**config.mk**
```make
export PLATFORM = sky130hd
export DESIGN_NAME = normalizer_32bit
export DESIGN_NICKNAME = d
export VERILOG_FILES = /design/src/rtl/normalizer_32bit.sv
export SDC_FILE = /design/constraint.sdc
export NUM_CORES = 1
export LEC_CHECK = 0
export CORE_MARGIN = 2
export CORE_UTILIZATION = 55
export CTS_BUF_LIST = sky130_fd_sc_hd__clkbuf_8
export CTS_CLUSTER_DIAMETER = 200
export DETAILED_ROUTE_END_ITERATION = 6
export PLACE_DENSITY = 0.78
export SYNTH_ARGS = -nofsm -noshare
export SYNTH_HDL_FRONTEND = slang
export SYNTH_SLANG_ARGS = --single-unit
```
**constraint.sdc**
```tcl
create_clock -name CLK -period 6.8 [get_ports CLK]
set_input_delay 1.7 -clock CLK [delete_from_list [all_inputs] [get_ports CLK]]
set_output_delay 1.7 -clock CLK [all_outputs]
set_load 0.02 [all_outputs]
```
**src/rtl/normalizer_32bit.sv**
```systemverilog
// Iterative 32-bit normalizer: a 5-step binary search (16, 8, 4, 2, 1) for the shift that
// brings the first set bit to the word edge, one step per clock.
module normalizer_32bit #(
  parameter logic [4:0] ZERO_AMT = 5'd0
) (
  input  logic        CLK,
  input  logic        RST,
  input  logic        START,
  input  logic        NORM_DIR,
  input  logic [31:0] D_IN,
  output logic        BUSY,
  output logic        DONE,
  output logic [31:0] D_OUT,
  output logic [4:0]  SH_AMT,
  output logic        ZERO
);

  typedef enum logic [2:0] {IDLE, S16, S8, S4, S2, S1} state_t;

  state_t      state, state_next;
  logic [31:0] w;
  logic [4:0]  a;
  logic        dir;
  logic        zero_cap;

  logic [2:0]  stage_log;
  logic [5:0]  k;
  logic        stage_hit;
  logic [31:0] w_step;
  logic [4:0]  a_step;

  always_ff @(posedge CLK) begin
    if (RST) state <= IDLE;
    else     state <= state_next;
  end

  always_comb begin
    // NOTE: every combinationally-assigned signal gets a default first, so no path
    // leaves it unassigned and no latch is inferred.
    state_next = state;
    stage_log  = 3'd0;
    unique case (state)
      IDLE: if (START) state_next = S16;
      S16:  begin stage_log = 3'd4; state_next = S8;   end
      S8:   begin stage_log = 3'd3; state_next = S4;   end
      S4:   begin stage_log = 3'd2; state_next = S2;   end
      S2:   begin stage_log = 3'd1; state_next = S1;   end
      S1:   begin stage_log = 3'd0; state_next = IDLE; end
      default: state_next = IDLE;
    endcase
  end

  // One search step: test the k bits at the working edge and shift them out if all zero.
  always_comb begin
    k         = 6'd1 << stage_log;
    stage_hit = dir ? ((w << (6'd32 - k)) == 32'd0)
                    : ((w >> (6'd32 - k)) == 32'd0);
    w_step    = w;
    a_step    = a;
    if (stage_hit) begin
      w_step = dir ? (w >> k) : (w << k);
      a_step = a | (5'd1 << stage_log);
    end
  end

  always_ff @(posedge CLK) begin
    // NOTE: sequential state uses non-blocking assignments so every register samples
    // the pre-edge values, independent of statement order.
    if (RST) begin
      w        <= '0;
      a        <= '0;
      dir      <= 1'b0;
      zero_cap <= 1'b0;
      DONE     <= 1'b0;
      D_OUT    <= '0;
      SH_AMT   <= '0;
      ZERO     <= 1'b0;
    end else begin
      DONE <= 1'b0;
      if (state == IDLE) begin
        if (START) begin
          w        <= D_IN;
          a        <= '0;
          dir      <= NORM_DIR;
          zero_cap <= (D_IN == 32'd0);
        end
      end else begin
        w <= w_step;
        a <= a_step;
        if (state == S1) begin
          D_OUT  <= w_step;
          ZERO   <= zero_cap;
          SH_AMT <= zero_cap ? ZERO_AMT : a_step;
          DONE   <= 1'b1;
        end
      end
    end
  end

  assign BUSY = (state != IDLE);

endmodule

```
==> results of run 1 <==
[cells by family after synthesis]
kind of cell	Yosys count	synth area share (%)
DFF	81	24.1
buffers and inverters	129	8.33
and+or+nand+nor	269	18.8
AOI/OAI and AO/OA	351	35.6
muxes	77	12.9
adders and majority gates	1	0.186
xor gates and xnor gates	1	0.130
[critical path, delay by kind of cell (launching register included)]
| kind | cells | cell delay [ps] |
|---|---|---|
| and+or+nand+nor | 2 | 720 |
| muxes | 2 | 550 |
| buffers and inverters | 4 | 1110 |
| AOI/OAI and AO/OA | 5 | 1430 |
| DFF | 1 | 330 |
| adders and majority gates | 1 | 460 |
[registers in the layout, summed over array words and instances (netlist names)]
| register | flops |
|---|---|
| w | 32 |
| a | 5 |
| SH_AMT | 5 |
| dir | 1 |
| DONE | 1 |
| D_OUT | 32 |
| ZERO | 1 |
| state | 3 |
| zero_cap | 1 |
[cell usage after synthesis, types with 5 or more instances]
cell type,count,area (sq um)
a211oi_1,72,541
a21oi_1,59,295
a221oi_1,13,114
a2bb2oi_1,6,52.6
a31oi_1,8,50.1
buf_1,11,41.3
buf_2,16,80.1
buf_6,7,78.8
clkbuf_1,78,293
dfxtp_1,81,1620
inv_1,11,41.3
mux2_2,15,169
mux2i_1,55,551
mux4_2,6,135
nand2_1,96,360
nand2b_1,9,56.3
nand3_1,10,50.1
nor2_1,69,259
nor2b_1,37,231
nor3_1,14,70.1
nor4_1,12,75.1
o211a_1,6,60.1
o211ai_1,9,67.6
o21ai_0,53,265
o21ai_1,27,135
o221ai_1,6,52.6
o22a_1,8,70.1
o22ai_1,27,169
o31ai_1,5,37.5
[path summary, 6_finish.rpt]
| check | from | endpoint | slack (ps) | cells after the start |
|---|---|---|---|---|
| worst min-delay path | D_OUT[1]$_SDFFE_PP0P_ | D_OUT[1]$_SDFFE_PP0P_ | 450 | 2 |
| worst max register to register | state[0]$_SDFFE_PP0P_ | w[20]$_SDFFE_PP0P_ | 1980 | 14 |
| worst max-delay path | state[0]$_SDFFE_PP0P_ | w[20]$_SDFFE_PP0P_ | 1980 | 14 |
| worst min register to register | D_OUT[1]$_SDFFE_PP0P_ | D_OUT[1]$_SDFFE_PP0P_ | 450 | 2 |
[power groups by stage]
stage	clock (mW)	sequential, mW	combinational (mW)
after detailed placement	0	0.686	0.993
final	0.473	0.695	1.04
after floorplan	0	0.560	0.832
after global placement	0	0.685	0.972
after global routing	0.486	0.687	1.10
after CTS	0.471	0.675	1.00
[metrics by stage]
step	hold slack, ps	total power, mW	setup WS, ps
after floorplan	456	1.39	3550
after global placement	438	1.66	2580
after detailed placement	443	1.68	2230
after CTS	457	2.15	2160
after global routing	481	2.27	1840
final	452	2.21	1980
[layout make-up]
class / instances / area, sq um
inverter: 16 / 60.1
sequential: 81 / 1630
multi-input combinational: 699 / 4550
clock inverter: 7 / 130
tap: 147 / 184
fill: 1014 / 4400
timing repair buffer: 95 / 891
clock buffer: 9 / 124
[cell usage in the layout, fill, tap and decap left out, types with 5 or more instances in the layout]
| master | synthesis | layout |
|---|---|---|
| a31oi_1 | 8 | 8 |
| o211ai_1 | 9 | 9 |
| buf_4 | 1 | 20 |
| nand2_1 | 96 | 96 |
| dfxtp_1 | 81 | 78 |
| o21ai_1 | 27 | 27 |
| a221oi_1 | 13 | 13 |
| clkbuf_8 | 0 | 9 |
| nor3_1 | 14 | 14 |
| nand2b_1 | 9 | 9 |
| o31ai_1 | 5 | 5 |
| mux4_2 | 6 | 6 |
| clkdlybuf4s50_1 | 0 | 73 |
| o22a_1 | 8 | 7 |
| o22ai_1 | 27 | 27 |
| o21ai_0 | 53 | 53 |
| o211a_1 | 6 | 6 |
| nor2b_1 | 37 | 37 |
| a21oi_1 | 59 | 59 |
| a2bb2oi_1 | 6 | 6 |
| mux2i_1 | 55 | 55 |
| a211oi_1 | 72 | 72 |
| mux2_2 | 15 | 15 |
| nor4_1 | 12 | 12 |
| nand3_1 | 10 | 10 |
| nor2_1 | 69 | 67 |
| inv_1 | 11 | 11 |
| o221ai_1 | 6 | 6 |
[metal layers]
layer  routed length (microns)  vias to the layer above  global-route usage, %
li1                          -                     3384                      -
met1                     10600                     3664                   58.5
met2                     12000                      747                   62.9
met3                      4270                      179                   11.6
met4                      1860                        0                   23.0
met5                         0                        -                      0
==> results.txt, run 1 <==
The detailed-placement wirelength estimate is 18.6 mm. The number of routed nets with antenna violations is 0. Buffers inserted during clock tree synthesis total 9. The filler-free cell count of the finished design came out at 1,054. The wire length of the first global-routing pass came out at 43.0 mm. The tightest min-delay check is of the reg -> reg type. Once the floorplan was initialized, standard cells occupied 56.2% of the core. The root buffer cell chosen for the clock tree is clkbuf_8.

TritonCTS built the clock tree. The final design instance area without fill is 7570 sq um. The max-slew violation count came out at 0. The cell-internal power came out at 1.18 mW. The flow ran to the end, but the final reports show violations. The post-synth net total came out at 946. The largest net degree at the start of global routing is 71. The number of setup violations in the final report is 0. For this block, the via count after detailed routing is 7,974. During placement, the flow inserted port buffers numbering 75.

The critical path data required time came out at 7030 ps. The number of failing hold endpoints at the final stage came to 0. Yosys printed 0 warnings.

The share of power burned in registers is 31.4%. Subtracting the final worst setup slack from the clock period gives 4820 ps. The most numerous cell type found on the critical path is buf_4. The number of placed instances with taps included came out at 1,038. The aggregate routed wire length is 28.8 mm. The worst-case IR drop observed on VDD is 166 uV. Walking the worst path, the cells encountered are buf_4 -> or2_1 -> buf_4 -> nor2_1 -> inv_2 -> ha_1 -> o21ai_0 -> mux2_2 -> o311ai_0 -> o2111ai_1 -> o22a_2 -> buf_4 -> mux2i_1 -> a211oi_1.

The kind of capture point of the worst setup path is a flop. The H-tree was split into 3 levels. The clock skew after layout is 32.6 ps.

The post-cts resize count came out at 0. The area of the mapped netlist is 6730 sq um. Global routing used 43.3% of the available tracks across all layers. The clock reaches the later pin of the worst-skew pair after 410 ps. The instance area after placement is 7310 sq um. Of all nets on the critical path, the largest fanout is 31. The post-route netlist has 8.60% of its cells at a drive strength greater than 1. The fraction of the cycle the final worst path needs came out at 70.8%. The first routing iteration left 1,438 violations.

Net switching is 46.8% of the power. The final global-route overflow total came out at 0. The post-cts hold buffer count came out at 0. The number of antenna violations at the first check in global routing is 0.

The total negative setup slack came out at 0 ps. The kind of launch point of the worst setup path is a flop. The mean area per synthesized cell came out at 7.40 sq um. The number of global-route vias before repair is 7,276. The tool flagged a number of max-cap violations equal to 0. The sequential element share of the synthesized area is 24.1%. The height of the chip is 115 microns. The buffers inserted during post-CTS setup optimization is 0.

Counting flops and latches in the post-synthesis netlist gives 81. The post-synthesis cell type count is 73. The TritonCTS sink count is 81. The clock network is responsible for 21.4% of the overall power. The number of buffers on the longest clock path came out at 2. The category of the most critical setup path is reg -> reg.

The standard cell core area came out at 12,000 sq um. The die boundary width is 115 microns. The number of instances in the synthesized netlist came out at 909. The layout overhead on the synthesized area is 12.5%. The peak per-stage delay on the critical path came out at 740 ps. Measured against its own limit, the worst slew margin works out to 13.6%. Of the total power, combinational logic draws 47.2%. The switching power came out at 1.03 mW. The count of standard-cell rows is 40. The iteration count of the initial detailed-routing pass is 7. The count of flip-flops with a built-in enable after synthesis came out at 0. Power spread over the standard cell area amounts to 292 nW/um^2. On the critical path, the stage with the largest delay is an instance of o22a_2. The average via count per standard cell is 7.57. The placer's final routability congestion estimate is 1.01. The worst endpoint data arrival time came out at 5050 ps. The fmax is 208 MHz.

The register clock-pin slew on the reported worst setup and hold paths is 120 ps. The final reports fail on design-rule violations. Setup repair after global routing left no endpoint under its margin. The die footprint came out at 13,100 sq um.

In the synthesized netlist the dominant register cell turns out to be dfxtp_1. The leakage dissipation came out at 2.63 nW. The post-detailed-route DRC marker count is 22. The share of the core filled with cells is 63.3%.

The boundary pin count came out at 76. After synthesis, the share of flip-flops with an asynchronous set or reset is 0%. The number of nets at the end of the flow came out at 939. Dividing the detail-routed wire length by the instance count gives 27.3 microns.

The pin slew with the least headroom to its limit is 1300 ps. The total inserted antenna cells is 0.
Power figures use the tool's default switching activity.
==> run 2, diff against run 1 <==
==> constraint.sdc (replaced) <==
create_clock -name CLK -period 4.6 [get_ports CLK]
set_input_delay 1.15 -clock CLK [delete_from_list [all_inputs] [get_ports CLK]]
set_output_delay 1.15 -clock CLK [all_outputs]
set_load 0.02 [all_outputs]
==> run 2 against run 1 <==
The flow now finishes without violations; non-clock buffer count grew 8; critical path type is now reg -> out; clock skew down 21 ps; combinational power up 48%; wire length increased by 1.0%; worst setup slack worse by 1100 ps; sequential share of layout area fell by 0.16 points; clock power is 32% higher; global-route usage is 1.1 points higher; hold slack improved by 0.83 ps; core utilization increased by 0.47 points.
==> results.txt, run 2 (same netlist as run 1, synthesis figures left out) <==
The relative slew slack came to 28.9% (was 13.6%). The iteration count of the initial detailed-routing pass is 6 (was 7). Setup repair after global routing missed its margin: no (unchanged).

The power density over the cells came out at 423 nW/um^2 (was 292 nW/um^2). The pre-CTS worst setup slack came to 1110 ps (was 2230 ps). The worst hold path depth is 2 (unchanged). The count of H-tree levels built during CTS is 3 (unchanged).

The number of setup violations in the final report is 0 (unchanged). The aggregate routed wire length came out at 29.0 mm (was 28.8 mm). The worst-case vdd ir drop came out at 302 uV (was 166 uV).

The number of nets at the end of the flow came to 947 (was 939). The detailed-placement wirelength estimate is 19.3 mm (was 18.6 mm). The worst endpoint data arrival time is 2580 ps (was 5050 ps). The kind of launch point of the worst setup path is a flop (unchanged). The number of buffers created by CTS was 9 (unchanged). The fraction of layout instances using a drive strength above 1 came out at 9.40% (was 8.60%). The final critical path time including I/O delays and setup is 3730 ps. The count of standard-cell rows is 40 (unchanged). The placer's final routability congestion estimate was 1.06 (was 1.01).

The kind of capture point of the worst setup path is a primary output (was flop). The clock latency on the worst-skew pair came to 380 ps (was 410 ps). The average via count per standard cell came out at 7.46 (was 7.57).

The post-cts hold buffer count was 0 (unchanged). The final design instance area without fill was 7620 sq um (was 7570 sq um). The depth of the most critical reg-to-reg path was 9 (was 14). The number of placed instances with taps included is 1,046 (was 1,038). The standard cell core area is 12,000 sq um (unchanged). The height of the chip was 115 microns (unchanged). The pin slew with the least headroom to its limit came out at 1050 ps (was 1300 ps). The number of buffers on the longest clock path is 2 (unchanged).

The total negative setup slack came out at 0 ps (unchanged). The category of the most critical setup path is reg -> out (was reg -> reg). The library cell used as clock root buffer is clkbuf_8 (unchanged). The TritonCTS sink count came out at 81 (unchanged). The TritonCTS clock tree is done (unchanged). The reg-to-reg setup timing slack came out at 900 ps (was 1980 ps). The starting density of the core came out at 56.2% (unchanged). The number of failing hold endpoints at the final stage was 0 (unchanged). The clock skew after layout came out at 11.9 ps (was 32.6 ps). The boundary pin count is 76 (unchanged). The die boundary width came out at 115 microns (unchanged). The layout overhead on the synthesized area was 13.3% (was 12.5%). The total number of vias is 7,932 (was 7,974). The post-detailed-route DRC marker count is 0 (was 22).

The critical path data required time is 3450 ps (was 7030 ps). The overall track demand over capacity in global routing is 44.4% (was 43.3%). The fraction of the cycle the final worst path needs came out at 81.1%. The fmax is 268 MHz. The final global-route overflow total is 0 (unchanged). The wire length per cell is 27.3 microns (about the same). The final hold slack came out at 453 ps (was 452 ps). The worst flop-to-flop path endpoint is w[30]$_SDFFE_PP0P_ (was w[20]$_SDFFE_PP0P_). The number of global-route vias before repair came out at 7,526 (was 7,276).

The max-slew violation count was 0 (unchanged). Largest registers: D_OUT: 32 flops, w: 32 flops (unchanged). The class of the tightest hold or removal check is reg -> reg (unchanged).

The wire length of the first global-routing pass is 44.5 mm (was 43.0 mm). The leakage dissipation came out at 2.66 nW (was 2.63 nW). The filler-free cell count of the finished design came out at 1,063 (was 1,054). Outcome: completed (was complete, but fails checks). The buffers inserted during post-CTS setup optimization is 0 (unchanged). The number of antenna violations at the first check in global routing was 0 (unchanged).

The count of maximum capacitance violations was 0 (unchanged). The largest net degree at the start of global routing came out at 71 (unchanged). The setup slack of the critical path after layout was 870 ps (was 1980 ps). The count of input and output buffers was 75 (unchanged). The start point of the worst hold path is D_OUT[6]$_SDFFE_PP0P_ (was D_OUT[1]$_SDFFE_PP0P_).

The die footprint is 13,100 sq um (unchanged). The peak fanout along the critical path was 70 (was 31). Commonest cells after routing, fill and taps aside: 96 x nand2_1, 78 x dfxtp_1, 73 x clkdlybuf4s50_1 (unchanged). The startpoint of the lowest-slack register-to-register path is state[2]$_SDFFE_PP0P_ (was state[0]$_SDFFE_PP0P_). The end point of the most critical hold path was D_OUT[6]$_SDFFE_PP0P_ (was D_OUT[1]$_SDFFE_PP0P_). The register clock-pin slew on the reported worst setup and hold paths was 90 ps (was 120 ps). The most common library cell in the layout ignoring fill and taps is nand2_1 (unchanged). The number of routed nets with antenna violations is 0 (unchanged). The violation count after the first detailed-route iteration is 1,429 (was 1,438). The instance area after placement came out at 7380 sq um (was 7310 sq um). The post-cts resize count is 0 (unchanged).
run 2: cell count changes in the layout (fill, tap and decap cells not counted):
cell / change
buf_12: +1
inv_8: -2
buf_4: +7
clkinv_8: +1
clkinv_4: +2
diode_2: +1
bufinv_16: -1
run 2: report_power, final:
group	internal [mW]	switching, mW
combinational	0.614	0.927
clock	0.316	0.306
sequential	0.767	0.291
run 2: layout make-up:
class                           instances  area [sq um]
Timing Repair Buffer                  103           963
Sequential cell                        81          1630
Clock inverter                          7           111
Clock buffer                            9           124
Antenna cell                            1          2.50
Tap cell                              147           184
Fill cell                            1073          4340
Multi-Input combinational cell        699          4550
Inverter                               16          60.1
run 2: critical path, cell delays in order, from the launching register on:
cell             delay (ps)
dfxtp_2                 370
buf_4                   280
nor3_4                   80
inv_2                    90
buf_4                   620
clkdlybuf4s50_1         750
run 2: through the flow:
step                utilization (%)  power, mW
finish                         63.7       3.22
global route                   63.7       3.32
floorplan                         -       2.06
CTS                            63.7       3.13
detailed placement             61.7       2.51
global placement               61.7       2.48
run 2: layer usage:
layer | global-route usage, % | up-vias | part of all wire [%]
met4 | 24.6 | 0 | 6.1
met5 | 0 | - | 0
met1 | 59.7 | 3707 | 38
li1 | - | 3406 | -
met2 | 63.7 | 670 | 42
met3 | 12.9 | 149 | 13
run 2: how the worst max path moves through the flow:
stage	from	endpoint	cells after the start
6_report	state[0]$_SDFFE_PP0P_	BUSY	5
5_1_grt	state[1]$_SDFFE_PP0P_	w[30]$_SDFFE_PP0P_	12
4_1_cts	state[0]$_SDFFE_PP0P_	BUSY	5
3_5_place_dp	state[2]$_SDFFE_PP0P_	w[30]$_SDFFE_PP0P_	9
3_3_place_gp	state[0]$_SDFFE_PP0P_	w[29]$_SDFFE_PP0P_	14
2_1_floorplan	state[0]$_SDFFE_PP0P_	w[21]$_SDFFE_PP0P_	16
==> run 3, diff against run 2 <==
--- a/config.mk
+++ b/config.mk
@@ -6,11 +6,11 @@
 export NUM_CORES = 1
 export LEC_CHECK = 0
 export CORE_MARGIN = 2
-export CORE_UTILIZATION = 55
+export CORE_UTILIZATION = 53
 export CTS_BUF_LIST = sky130_fd_sc_hd__clkbuf_8
 export CTS_CLUSTER_DIAMETER = 200
 export DETAILED_ROUTE_END_ITERATION = 6
-export PLACE_DENSITY = 0.78
+export PLACE_DENSITY = 0.79
 export SYNTH_ARGS = -nofsm -noshare
 export SYNTH_HDL_FRONTEND = slang
 export SYNTH_SLANG_ARGS = --single-unit
==> constraint.sdc (replaced) <==
create_clock -name CLK -period 3.2 [get_ports CLK]
set_input_delay 0.8 -clock CLK [delete_from_list [all_inputs] [get_ports CLK]]
set_output_delay 0.8 -clock CLK [all_outputs]
set_load 0.02 [all_outputs]
==> run 3 against run 2 <==
Global-route usage down 4.7 points; sequential power up 29%; non-clock buffer count up 25; combinational power up 56%; register-to-register slack worse by 680 ps; die area up 3.6%; core utilization down 1.1 points; cell area up 2.9%; sequential cell count unchanged; first-iteration DRC count down 4.0%; cell count up 4.6%; critical path type is now reg -> reg.
==> results.txt, run 3 (same netlist as run 1, synthesis figures left out) <==
Outcome: completed (unchanged). The number of buffers created by CTS came out at 9 (unchanged). The total power draw came to 4.68 mW (was 3.22 mW).

The aggregate routed wire length was 26.6 mm (was 29.0 mm). The area used by multi-input combinational logic is 4550 sq um (about the same). The worst endpoint data arrival time is 3260 ps (was 2580 ps). The reg-to-reg setup timing slack came to 220 ps (was 900 ps). The final design instance area without fill is 7840 sq um (was 7620 sq um). The critical path data required time is 3480 ps (was 3450 ps). The starting density of the core came out at 53.7% (was 56.2%).

The master of the slowest instance on the critical path was dfxtp_2 (was clkdlybuf4s50_1). The relative slew slack came to 34.8% (was 28.9%). The fraction of layout instances using a drive strength above 1 came out at 11.9% (was 9.40%).

The wire length per cell is 23.9 microns (was 27.3 microns). The layout overhead on the synthesized area came to 16.5% (was 13.3%). The clock skew after layout is 21.4 ps (was 11.9 ps).

The count of H-tree levels built during CTS is 3 (unchanged). The number of antenna violations at the first check in global routing came out at 0 (unchanged). The number of failing hold endpoints at the final stage was 0 (unchanged).

The number of fillers in the final layout is 1,138 (was 1,073). The overall track demand over capacity in global routing was 39.7% (was 44.4%). The buffers inserted during post-CTS setup optimization was 0 (unchanged). The boundary pin count is 76 (unchanged). The register clock-pin slew on the reported worst setup and hold paths is 110 ps (was 90 ps).

The most common library cell in the layout ignoring fill and taps was nand2_1 (unchanged). The number of buffers on the longest clock path came out at 2 (unchanged). The number of nets at the end of the flow came out at 972 (was 947). The library cell used as clock root buffer is clkbuf_8 (unchanged). The post-cts hold buffer count is 0 (unchanged). The number of setup violations in the final report came out at 0 (unchanged). The number of global-route vias before repair is 7,479 (was 7,526). The detailed-placement wirelength estimate came out at 17.6 mm (was 19.3 mm). Commonest cells after routing, fill and taps aside: 96 x nand2_1, 78 x dfxtp_1, 73 x clkdlybuf4s50_1 (unchanged). The TritonCTS clock tree is done (unchanged). The total inserted antenna cells is 0 (was 1). The pin slew with the least headroom to its limit is 973 ps (was 1050 ps). The average via count per standard cell is 7.20 (was 7.46). The peak fanout along the critical path came out at 22 (was 70). The total negative setup slack came out at 0 ps (unchanged). The kind of capture point of the worst setup path is a flop (was primary output). The final hold slack came out at 451 ps (was 453 ps). The largest net degree at the start of global routing is 53 (was 71). The worst-case vdd ir drop came out at 373 uV (was 302 uV). The power density over the cells came out at 597 nW/um^2 (was 423 nW/um^2). The instance area after placement came out at 7610 sq um (was 7380 sq um). The total number of vias came to 8,001 (was 7,932).

The leakage dissipation is 2.78 nW (was 2.66 nW). The fmax is 336 MHz. The clock latency on the worst-skew pair is 380 ps (about the same). The count of input and output buffers was 75 (unchanged). The wire length of the first global-routing pass came to 41.5 mm (was 44.5 mm). The peak per-stage delay on the critical path came out at 390 ps (was 750 ps).

The kind of launch point of the worst setup path is a flop (unchanged). The die footprint came out at 13,600 sq um (was 13,100 sq um). The max-slew violation count is 0 (unchanged). The height of the chip is 117 microns (was 115 microns). The count of standard-cell rows came out at 41 (was 40). Cells along the critical path: or2_1 -> nor2_2 -> inv_2 -> ha_1 -> o21ai_0 -> mux2_2 -> o311ai_0 -> nand4_1 -> o22a_2 -> buf_4 -> mux2i_1 -> a211oi_1 (was buf_4 -> nor3_4 -> inv_2 -> buf_4 -> clkdlybuf4s50_1). The final global-route overflow total is 0 (unchanged). The fraction of the cycle the final worst path needs came out at 93.1%.

The post-detailed-route DRC marker count came to 0 (unchanged). The critical path buffer and inverter count is 2 (was 4). The standard cell core area was 12,500 sq um (was 12,000 sq um). The die boundary width is 117 microns (was 115 microns).

The register area is 1630 sq um (unchanged). The post-cts resize count came out at 0 (unchanged). The number of routed nets with antenna violations came to 0 (unchanged). The count of maximum capacitance violations is 0 (unchanged). Setup repair after global routing missed its margin: no (unchanged). The family with the most delay on the worst path is compound AO/OA/AOI/OAI gates (was buffers and inverters). The TritonCTS sink count came out at 81 (unchanged).

The category of the most critical setup path is reg -> reg (was reg -> out). The class of the tightest hold or removal check is reg -> reg (unchanged). The violation count after the first detailed-route iteration came out at 1,372 (was 1,429).

The final critical path time including I/O delays and setup is 2980 ps. Largest registers: D_OUT: 32 flops, w: 32 flops (unchanged). The iteration count of the initial detailed-routing pass was 7 (was 6). The placer's final routability congestion estimate came to 1.07 (was 1.06).
run 3: changes by cell type in the layout (fill, tap and decap cells not counted), sizes merged:
cell      change
diode         -1
clkinv        -2
clkinvlp      +1
inv           +1
buf          +25
run 3: routing by layer:
metal | vias up | wire length (microns) | track usage (%)
met4 | 0 | 1780 | 21.2
met2 | 742 | 10600 | 56.7
li1 | 3462 | - | -
met3 | 197 | 4350 | 14.6
met5 | - | 0 | 0
met1 | 3600 | 9870 | 52.1
run 3: path summary, 6_finish.rpt:
| check | from | end | cells past startpoint |
|---|---|---|---|
| setup / recovery | state[0]$_SDFFE_PP0P_ | w[2]$_SDFFE_PP0P_ | 12 |
| hold / removal | D_OUT[27]$_SDFFE_PP0P_ | D_OUT[27]$_SDFFE_PP0P_ | 2 |
| setup reg to reg | state[0]$_SDFFE_PP0P_ | w[2]$_SDFFE_PP0P_ | 12 |
| hold reg to reg | D_OUT[27]$_SDFFE_PP0P_ | D_OUT[27]$_SDFFE_PP0P_ | 2 |
run 3: cell type report:
cell class,instances,area share (%)
clock buffers,9,1.58
clock inverters,7,1.40
inverters,16,0.766
multi-input cells,699,58.1
flip-flops and latches,81,20.7
well taps,172,2.74
repair buffers,128,14.7
run 3: report_power, final:
| part | total, mW | internal [mW] | switching [mW] |
|---|---|---|---|
| logic | 2.40 | 0.961 | 1.44 |
| registers | 1.37 | 1.10 | 0.269 |
| clock network | 0.908 | 0.455 | 0.453 |
run 3: metrics by stage:
| step | cells | setup WS, ps | utilization [%] |
|---|---|---|---|
| after floorplan | 909 | 55.5 | - |
| after global placement | 1096 | 407 | 60.8 |
| after detailed placement | 1096 | 266 | 60.8 |
| after CTS | 1112 | 248 | 62.6 |
| after global routing | 1112 | 30.1 | 62.6 |
| final | 1112 | 221 | 62.6 |
run 3: tightest hold or removal path: cells and delay by family (launching register included):
kind,cells,cell delay (ps)
simple gates,1,50
flops,1,320
compound gates,1,50
